[config.mk]
export PLATFORM = sky130hd
export DESIGN_NAME = delay_line_prog
export DESIGN_NICKNAME = d
export VERILOG_FILES = /design/src/rtl/libfpga_common.sv /design/src/rtl/delay_line_stage.sv /design/src/rtl/delay_line_prog.sv
export SDC_FILE = /design/constraint.sdc
export NUM_CORES = 1
export LEC_CHECK = 0
export CORE_UTILIZATION = 55
export DETAILED_ROUTE_END_ITERATION = 8
export GPL_ROUTABILITY_DRIVEN = 1
export HOLD_SLACK_MARGIN = 0.1
export PLACE_DENSITY_LB_ADDON = 0.25
export SLEW_MARGIN = 10
export SYNTH_ARGS = -nofsm -noshare
export SYNTH_HDL_FRONTEND = slang
export SYNTH_SLANG_ARGS = --single-unit
[constraint.sdc]
create_clock -name clk -period 1.5 [get_ports clk]
set_clock_uncertainty 0.05 [all_clocks]
set_input_delay 0.3 -clock clk [delete_from_list [all_inputs] [get_ports clk]]
set_output_delay 0.3 -clock clk [all_outputs]
set_load 0.005 [all_outputs]
[src/rtl/libfpga_common.sv]
// rtl/libfpga_common.sv - shared constant helpers for the fpga library
// Purpose: elaboration-time helpers shared across library blocks.
// Contents: clog2(v) returns the number of bits needed to index v distinct values.
package libfpga_common;

  function automatic int clog2(input int v);
    int r;
    int x;
    r = 0;
    x = v - 1;
    while (x > 0) begin
      r++;
      x = x >> 1;
    end
    return r;
  endfunction

endpackage

[src/rtl/delay_line_stage.sv]
// rtl/delay_line_stage.sv - one {vld, data} register of the programmable delay line
// Purpose: single stage holding a valid bit and W-bit data word.
// Ports:
//   clk, rst_n       clock and asynchronous active-low reset
//   en               load d_* into the stage this cycle
//   flush            clear the valid bit next cycle (data is left alone)
//   d_vld, d_data    stage input
//   q_vld, q_data    stage contents
// Macro: DELAY_LINE_PROG_DATA_RESET_EN gives the data register an asynchronous reset;
//   without it only the valid bit is reset.
module delay_line_stage #(
  parameter int W = 8
) (
  input  logic         clk,
  input  logic         rst_n,
  input  logic         en,
  input  logic         flush,
  input  logic         d_vld,
  input  logic [W-1:0] d_data,
  output logic         q_vld,
  output logic [W-1:0] q_data
);

  // Flush wins over the shift for the valid bit only.
  always_ff @(posedge clk or negedge rst_n) begin
    if (!rst_n) begin
      q_vld <= 1'b0;
    end else if (flush) begin
      q_vld <= 1'b0;
    end else if (en) begin
      q_vld <= d_vld;
    end
  end

`ifdef DELAY_LINE_PROG_DATA_RESET_EN
  always_ff @(posedge clk or negedge rst_n) begin
    if (!rst_n) begin
      q_data <= '0;
    end else if (en) begin
      q_data <= d_data;
    end
  end
`else
  // Data is qualified by q_vld, so it needs no reset.
  always_ff @(posedge clk) begin
    if (en) begin
      q_data <= d_data;
    end
  end
`endif

endmodule

[src/rtl/delay_line_prog.sv]
// rtl/delay_line_prog.sv - runtime-programmable delay line for valid-qualified data
// Purpose: delays {in_vld, in_data} by dly enabled cycles (clamped to MAX_N); dly=0 is a
//   combinational passthrough. en stalls all stages, flush clears all valid bits.
// Ports:
//   clk, rst_n          clock and asynchronous active-low reset
//   en                  advance all stages this cycle
//   flush               synchronous clear of every stage valid bit; drops the input item
//   dly [SELW]          selected delay, values above MAX_N clamp to MAX_N
//   in_vld, in_data     input item
//   out_vld, out_data   item at the selected tap
//   busy                any stage before the tap (0..dly_eff-1) holds a valid item
// Macro: DELAY_LINE_PROG_DATA_RESET_EN resets the data registers too (see delay_line_stage).
module delay_line_prog
  import libfpga_common::*;
#(
  parameter  int W     = 8,
  parameter  int MAX_N = 8,
  localparam int SELW  = clog2(MAX_N + 1)
) (
  input  logic            clk,
  input  logic            rst_n,
  input  logic            en,
  input  logic            flush,
  input  logic [SELW-1:0] dly,
  input  logic            in_vld,
  input  logic [W-1:0]    in_data,
  output logic            out_vld,
  output logic [W-1:0]    out_data,
  output logic            busy
);

  logic [MAX_N-1:0] vld_s;
  logic [W-1:0]     data_s [MAX_N];
  logic [SELW-1:0]  dly_eff;

  for (genvar g = 0; g < MAX_N; g++) begin : g_stage
    if (g == 0) begin : g_head
      delay_line_stage #(.W(W)) u_stage (
        .clk    (clk),
        .rst_n  (rst_n),
        .en     (en),
        .flush  (flush),
        .d_vld  (in_vld),
        .d_data (in_data),
        .q_vld  (vld_s[g]),
        .q_data (data_s[g])
      );
    end else begin : g_body
      delay_line_stage #(.W(W)) u_stage (
        .clk    (clk),
        .rst_n  (rst_n),
        .en     (en),
        .flush  (flush),
        .d_vld  (vld_s[g-1]),
        .d_data (data_s[g-1]),
        .q_vld  (vld_s[g]),
        .q_data (data_s[g])
      );
    end
  end

  assign dly_eff = (dly > SELW'(MAX_N)) ? SELW'(MAX_N) : dly;

  // Tap k>=1 reads stage k-1; tap 0 is the raw input, masked by flush since that
  // item is being dropped this cycle.
  always_comb begin
    out_vld  = in_vld & ~flush;
    out_data = in_data;
    for (int i = 0; i < MAX_N; i++) begin
      if (dly_eff == SELW'(i + 1)) begin
        out_vld  = vld_s[i];
        out_data = data_s[i];
      end
    end
  end

  // Only stages up to and including the tap stage count as in flight.
  always_comb begin
    busy = 1'b0;
    for (int i = 0; i < MAX_N; i++) begin
      if (SELW'(i) < dly_eff) begin
        busy = busy | vld_s[i];
      end
    end
  end

endmodule

# == Word level (Yosys, flattened, before mapping) ==
# Cells that the tools add are included.
# word_totals
reg_bits,72
inputBits,17
out_inout_bits,10
# classes
magnitude_cmp,9
eq_ne,8
n_mux,41
n_bitwise,9
n_reduce_logical,1
# op_table
operator,n
two-way mux 8 bit,8
two-way mux 1 bit,32
"== test 4 x 3 -> 1 bit, second input constant",4
"less-than comparator 3 x 4 -> 1 bit, first input constant",4
"== test 4 x 2 -> 1 bit, second input constant",2
"less-than comparator 1 x 4 -> 1 bit, first input constant",2
"less-than comparator 2 x 4 -> 1 bit, first input constant",2
OR 1 bit,7
"== test 4 x 1 -> 1 bit, second input constant",1
"== test 4 bit, second input constant",1
"greater-than comparator 4 bit, second input constant",1
two-way mux 4 bit,1
nonzero test 2 bit,1
bitwise AND 1 bit,1
inverter 1 bit,1

# == Longest topological paths before layout ==
# Gate-level depths: netlist of run 1.
# depth
ltp_word,18
depth_mapped,6

# == Modules after synthesis ==
# Synthesis of run 1 repeated with hierarchy kept, for this count alone.
# hier_totals
hier_cells,251
hier_area_um2,3370.7
# modules_own_cells
mod,n_inst,cells_per_inst,area_each_um2
delay_line_stage,8,11,279.0
delay_line_prog,1,163,1138.6

# == Worst setup path after synthesis of run 1 ==
# OpenSTA, ideal clock, no wires.
# synth_timing
path_kind,reg-to-output
from,register g_stage[3].g_body.u_stage.q_data[5]
to,output out_data[5]
arrival_ns,1.113
required_ns,1.150
setup_slack_ns,0.037
path_stages_with_launch,5
path_buffers,0
cell_sequence,edfxtp_1 -> or4bb_1 -> o221ai_2 -> a21oi_1 -> o21ai_1
# synth_via
elab_chain_cells,5
# synth_rtl
item,line_no,source
"start, declared",delay_line_stage.sv:21,output logic [W-1:0] q_data
"start signal, assigned",delay_line_stage.sv:47,q_data <= d_data;
two-way mux 8 bit (5 in a row),delay_line_prog.sv:70,if (dly_eff == SELW'(i + 1)) begin
"end, declared",delay_line_prog.sv:28,"output logic [W-1:0] out_data,"
# No other way between the ends.

# == Worst setup path in the final report of run 1 ==
# Same ends and word-level chain as after synthesis.

==> impl_metrics.py, run 1 <==
metrics = {
    "logic_synthesis": {
        "synth-main-ff-cell": "edfxtp_1",
        "syn_area_per_cell_sq_um": 11.77,
        "ys_types": 43,
        "yosysWarnings": 0,
        "synthesis.nets": 319,
        "async_flop_share_pct": 11.11,
        "ys_ff_latch": 72,
        "syn_inst": 302,
        "ys_seq_area_share_pct": 59.70,
        "synthesis.area_sq_mm": 0.003555,
        "synth_enable_flop_cells": 64,
    },
    "detailed_routing": {
        "dr.pass1.iters": 5,
        "drt_iter0_markers": 195,
        "wl_per_cell_um": 19.25,
        "routed_wl_mm": 8.816,
        "vias_per_cell": 6.247,
        "vias": 2861,
        "antenna_left": 0,
        "drc_errors": 0,
    },
    "timing": {
        "setup_viol": 10,
        "hold_slack_ns": 0.1850,
        "rsz0062_at_grt": "true",
        "period_needed_ns": 1.992,
        "hold_viol_final": 0,
        "finalCritPeriodShare_pct": 132.8,
        "worstMarginPinSlew_ns": 0.3996,
        "max_freq_mhz": 502.0,
        "slew_viol_final": 0,
        "timing.final.ws_setup_ns": -0.4918,
        "relSlewSlack_pct": 73.28,
    },
    "global_routing": {
        "grt_pass1_wl_mm": 13.77,
        "grt-ovfl-total": 0,
        "grt_pass1_vias": 2815,
        "track_usage_pct": 28.13,
        "antenna_found_initial": 0,
        "grt_max_degree": 39,
    },
    "layout": {
        "antenna_cells": 0,
        "n_fill_cell": 388,
        "register_area_sq_mm": 0.002122,
        "synthToLayoutAreaGrowth_pct": 29.74,
        "fin_nets": 396,
        "post-route-util_pct": 76.09,
        "fin_cells": 458,
        "multi_input_area_sq_mm": 0.001365,
        "drive_gt1_share_pct": 28.46,
        "fin_area_sq_mm": 0.004612,
    },
    "placed_design": {
        "port_buffers": 26,
        "dpl.hpwl_mm": 5.102,
        "dpl_cell_area_sq_mm": 0.004209,
        "globalplace.congestion": 0.8200,
        "place_ws_ns": -1.158,
        "place_inst": 434,
    },
    "clocking": {
        "insertion_delay_ns": 0.35,
        "cts_buffers": 9,
        "clkTransAtPathRegs_ns": 0.08,
        "cts.root.buffer_cell": "clkbuf_8",
        "h-tree-depth": 3,
        "cts_sinks": 72,
        "clockBufferDepth": 2,
        "cts_tree": "yes",
    },
    "floorplanning": {
        "dieArea_sq_mm": 0.006788,
        "initial_core_util_pct": 58.65,
        "die_x_um": 82.39,
        "core_area_sq_mm": 0.006061,
        "dieHeight_um": 82.39,
        "rows": 28,
        "ioPinCount": 27,
    },
    "pwr": {
        "ir_drop_mv": 0.7581,
        "power-per-cell-area_mw_per_mm2": 1086,
        "p_leak_nw": 1.745,
    },
    "job": {
        "max_cap_viol_count": 0,
    },
    "setup_path": {
        "end_kind": "output pin",
        "cp-start-kind": "flop",
        "cp_data_arrival_time_ns": 1.64,
        "critical_path_class": "reg -> out",
        "worst-path-max-fanout": 2,
        "cp.required_ns": 1.15,
    },
    "run_status": {
        "status": "finished with violations",
        "violations": "negative setup slack",
    },
    "hold_path": {
        "hp-class": "in -> async",
    },
}
==> critical path, stage by stage, from the launching register on <==
cell      delay [ns]
edfxtp_1        0.39
or4bb_1         0.44
o221ai_2        0.10
a21oi_1         0.09
o21ai_1         0.14
buf_2           0.13
==> path summary, 6_finish.rpt <==
path / start / endpoint / slack [ns] / cells after the start
setup / recovery: g_stage[3].g_body.u_stage.q_data[5] / out_data[5] / -0.49 / 5
hold / removal: rst_n / g_stage[6].g_body.u_stage.q_vld / 0.18 / 1
setup reg to reg: g_stage[4].g_body.u_stage.q_vld / g_stage[4].g_body.u_stage.q_vld / 0.35 / 5
min in group clk: in_data[7] / g_stage[0].g_head.u_stage.q_data[7] / 0.27 / 1
hold reg to reg: g_stage[3].g_body.u_stage.q_data[1] / g_stage[4].g_body.u_stage.q_data[1] / 0.40 / 0
max in group asynchronous: rst_n / g_stage[4].g_body.u_stage.q_vld / 0.93 / 1
==> what timing repair did <==
action	in CTS	in global routing
pin swaps	28	3
hold buffers	0	0
resized for setup	78	13
buffers inserted	4	2
cloned	3	0
setup endpoints to repair	10	10
==> per-stage QoR <==
stage / power [mW] / TNS (ns)
after CTS: 4.986 / -3.282
after global placement: 2.969 / -10.55
after floorplan: 2.669 / 0
after global routing: 5.170 / -4.262
after detailed placement: 2.990 / -10.83
final: 5.009 / -3.640
==> kinds of logic after synthesis <==
kind of cell,after synthesis,synth area share (%)
AO/OA/AOI/OAI,83,14.68
AND/OR/NAND/NOR,111,18.83
buffers and inverters,27,4.259
multiplexers,9,2.534
flip-flops,72,59.70
==> cells in the mapped netlist (7+ instances only) <==
cell / instances / area [sq um]
a31oi_1: 9 / 56.30
o21ai_0: 13 / 65.06
nand2b_1: 29 / 181.4
nand2_1: 12 / 45.04
o21ai_1: 9 / 45.04
nand3b_1: 28 / 210.2
a21oi_1: 22 / 110.1
nand3_1: 8 / 40.04
edfxtp_1: 64 / 1922
dfrtp_1: 8 / 200.2
mux2i_1: 9 / 90.09
clkbuf_1: 8 / 30.03
a21boi_0: 7 / 52.55
buf_2: 7 / 35.03
nor2_1: 14 / 52.55
==> metal layers <==
metal / GRT usage, % / routed length, um
met2: 45.04 / 4397
met5: 0 / 0
met4: 12.81 / 253
met3: 6.484 / 532
met1: 36.39 / 3633
==> cell type report <==
class / count / share of cell area, %
inverter: 3 / 0.2442
multi-input combinational: 203 / 29.60
tap: 75 / 2.035
clock buffer: 9 / 2.686
clock inverter: 6 / 2.876
timing repair buffer: 90 / 16.55
sequential: 72 / 46.01
==> flip-flops by register name, summed over array words and instances, names as in the netlist <==
register	cells
g_stage.g_body.u_stage.q_vld	7
g_stage.g_body.u_stage.q_data	56
g_stage.g_head.u_stage.q_vld	1
g_stage.g_head.u_stage.q_data	8
==> where the power goes <==
group	total (mW)	internal (mW)	switching, mW	leakage, nW
logic	0.610	0.297	0.313	0.881
clock network	2.02	1.26	0.759	0.127
registers	2.38	2.32	0.0639	0.737
total	5.01	3.87	1.14	1.74
==> layout by cell type (no fill, tap or decap), types with 3 or more instances in the layout <==
| cell | instances |
|---|---|
| edfxtp_1 | 64 |
| buf_4 | 52 |
| nand2b_1 | 29 |
| nand3b_1 | 28 |
| a21oi_1 | 20 |
| buf_2 | 14 |
| nor2_1 | 12 |
| o21ai_1 | 12 |
| nand2_1 | 11 |
| o21ai_0 | 10 |
| mux2i_1 | 9 |
| clkbuf_8 | 9 |
| a31oi_1 | 8 |
| nand3_1 | 8 |
| dfrtp_1 | 8 |
| buf_6 | 7 |
| clkdlybuf4s50_1 | 7 |
| nor3_1 | 6 |
| a22oi_1 | 6 |
| a21boi_0 | 5 |
| bufinv_16 | 4 |
| dlygate4sd2_1 | 4 |
| buf_12 | 4 |
| a311oi_1 | 3 |
| a311oi_2 | 3 |
No activity file was read; power rests on OpenSTA's default activity.
==> run 2: changes to the inputs <==
Settings changed: PLACE_DENSITY set to 0.76, PLACE_DENSITY_LB_ADDON 0.25 to unset.
Clock period 1.5 ns to 2.6 ns, I/O delays scaled along.
==> impl_metrics.py, run 2 (synthesized netlist as in run 1, its figures left out) <==
metrics = {
    "run_status": {
        "status": "complete, no violations",
    },
    "detailed_routing": {
        "vias_per_cell": 6.005,
        "wl_per_cell_um": 17.86,
        "routed_wl_mm": 7.660,
        "antenna_left": 0,
        "vias": 2576,
        "drt_iter0_markers": 181,
        "drc_errors": 0,
        "dr.pass1.iters": 6,
    },
    "floorplanning": {
        "core_area_sq_mm": 0.006061,
        "dieArea_sq_mm": 0.006788,
        "ioPinCount": 27,
        "rows": 28,
        "die_x_um": 82.39,
        "initial_core_util_pct": 58.65,
        "dieHeight_um": 82.39,
    },
    "clocking": {
        "ctsHoldBuffers": 0,
        "post_cts_buffers": 0,
        "cts.root.buffer_cell": "clkbuf_8",
        "insertion_delay_ns": 0.34,
        "clockBufferDepth": 2,
        "clkTransAtPathRegs_ns": 0.08,
        "cts_buffers": 9,
        "cts_sinks": 72,
        "h-tree-depth": 3,
        "cts_tree": "yes",
    },
    "global_routing": {
        "grt_pass1_wl_mm": 12.53,
        "grt_max_degree": 41,
        "antenna_found_initial": 0,
        "grt_pass1_vias": 2515,
        "track_usage_pct": 25.78,
        "grt-ovfl-total": 0,
    },
    "pwr": {
        "switchingPower_uw": 610.0,
        "clkPwrFrac_pct": 33.5,
        "ir_drop_mv": 0.3588,
        "seq_power_share_pct": 54.3,
        "p_leak_nw": 1.566,
        "p_int_mw": 1.919,
        "power.share.switching_pct": 24.12,
        "power-per-cell-area_mw_per_mm2": 589.1,
        "comb_power_share_pct": 12.2,
    },
    "setup_path": {
        "end_kind": "output pin",
        "path_cells": "dlygate4sd2_1 > buf_6 > buf_4 > nor4_1 > a21oi_1 > o22ai_1 > a31oi_1 > dlygate4sd2_1",
        "path_buf_inv": 4,
        "cp_common_cell": "dlygate4sd2_1",
        "cp-start-kind": "input port",
        "critical_path_class": "in -> out",
        "cp.required_ns": 2.03,
        "crit_slowest_cell": "dlygate4sd2_1",
        "worst-path-max-fanout": 5,
        "max_stage_delay_ns": 0.28,
        "cp_data_arrival_time_ns": 1.96,
        "crit_family": "buffers and inverters",
    },
    "placed_design": {
        "dpl.hpwl_mm": 4.783,
        "place_ws_ns": -0.4778,
        "port_buffers": 26,
        "globalplace.congestion": 0.9089,
    },
    "layout": {
        "multi_input_area_sq_mm": 0.001328,
        "drive_gt1_share_pct": 18.64,
        "antenna_cells": 0,
        "fin_nets": 366,
        "n_fill_cell": 452,
        "largest_reg_flops": 56,
        "top_regs": "g_stage.g_body.u_stage.q_data x56, g_stage.g_head.u_stage.q_data x8, g_stage.g_body.u_stage.q_vld x7",
        "mostFrequentLayoutCell": "edfxtp_1",
        "register_area_sq_mm": 0.002122,
        "most-common-layout-cells": "64 x edfxtp_1, 29 x nand2b_1, 28 x nand3b_1",
        "synthToLayoutAreaGrowth_pct": 20.77,
        "regMostFlops": "g_stage.g_body.u_stage.q_data",
    },
    "timing": {
        "hold_viol_final": 0,
        "timing.final.ws_setup_ns": 0.06726,
        "max_freq_mhz": 394.8,
        "setup_viol": 0,
        "finalCritPeriodShare_pct": 97.41,
        "rsz0062_at_grt": "false",
        "slew_viol_final": 0,
        "worstMarginPinSlew_ns": 0.5486,
        "hold_slack_ns": 0.3928,
        "relSlewSlack_pct": 63.43,
        "period_needed_ns": 2.533,
    },
    "job": {
        "max_cap_viol_count": 0,
    },
    "hold_path": {
        "hp-class": "in -> async",
    },
}
==> run 2: cell types whose count changed in the layout (fill, tap and decap cells not counted), moves of 2 or more <==
cell	change
a21oi_1	+2
clkbuf_2	+4
clkinv_2	+2
bufinv_16	-3
buf_2	-12
buf_12	-2
a21oi_2	-2
buf_4	-27
clkdlybuf4s50_1	+4
dlygate4sd2_1	+3
clkinvlp_4	+2
==> run 2: metrics by stage <==
| stage | utilization, % | power, mW | instance area [sq um] | instances | setup TNS, ns |
|---|---|---|---|---|---|
| 2_1_floorplan | - | 1.540 | 3555 | 302 | 0 |
| 6_report | 70.83 | 2.529 | 4293 | 429 | 0 |
| 3_5_place_dp | 66.39 | 1.697 | 4024 | 411 | -3.888 |
| 3_3_place_gp | 66.39 | 1.688 | 4024 | 411 | -3.869 |
| 4_1_cts | 70.69 | 2.546 | 4284 | 429 | -0.1442 |
| 5_1_grt | 70.83 | 2.633 | 4293 | 429 | 0 |
==> run 2: cell type report <==
cell class | count | share of cell area [%]
timing repair buffer | 60 | 12.85
multi-input combinational | 203 | 30.92
sequential | 72 | 49.43
inverter | 3 | 0.2623
clock inverter | 7 | 1.457
clock buffer | 9 | 2.885
tap | 75 | 2.186
==> run 2: what timing repair did <==
action	4_1_cts	5_1_grt
cloned	2	0
gates resized for setup	28	14
pin swaps	6	6
setup endpoints to repair	10	5
==> run 2: final timing paths <==
kind,startpoint,endpoint,slack [ns],cells after the start
min reg2reg,g_stage[3].g_body.u_stage.q_data[1],g_stage[4].g_body.u_stage.q_data[1],0.40,0
min,rst_n,g_stage[4].g_body.u_stage.q_vld,0.39,1
max in group asynchronous,rst_n,g_stage[7].g_body.u_stage.q_vld,1.84,1
max,dly[2],out_vld,0.07,8
max reg2reg,g_stage[4].g_body.u_stage.q_vld,g_stage[5].g_body.u_stage.q_vld,1.76,2
min in group clk,g_stage[3].g_body.u_stage.q_data[1],g_stage[4].g_body.u_stage.q_data[1],0.40,0
==> run 2: metal layers <==
| metal | wire length (um) | vias to the layer above | track usage (%) |
|---|---|---|---|
| met5 | 0 | - | 0 |
| met4 | 116 | 0 | 10.53 |
| met3 | 408 | 11 | 6.703 |
| met2 | 3646 | 80 | 40.00 |
| met1 | 3488 | 1241 | 34.45 |
| li1 | - | 1244 | - |
==> run 2: power by group through the flow <==
stage	Combinational [mW]	Sequential (mW)	Clock (mW)
after floorplan	0.157	1.38	0
after global placement	0.295	1.39	0
after detailed placement	0.301	1.40	0
after CTS	0.306	1.37	0.867
after global routing	0.339	1.38	0.913
final	0.310	1.37	0.847
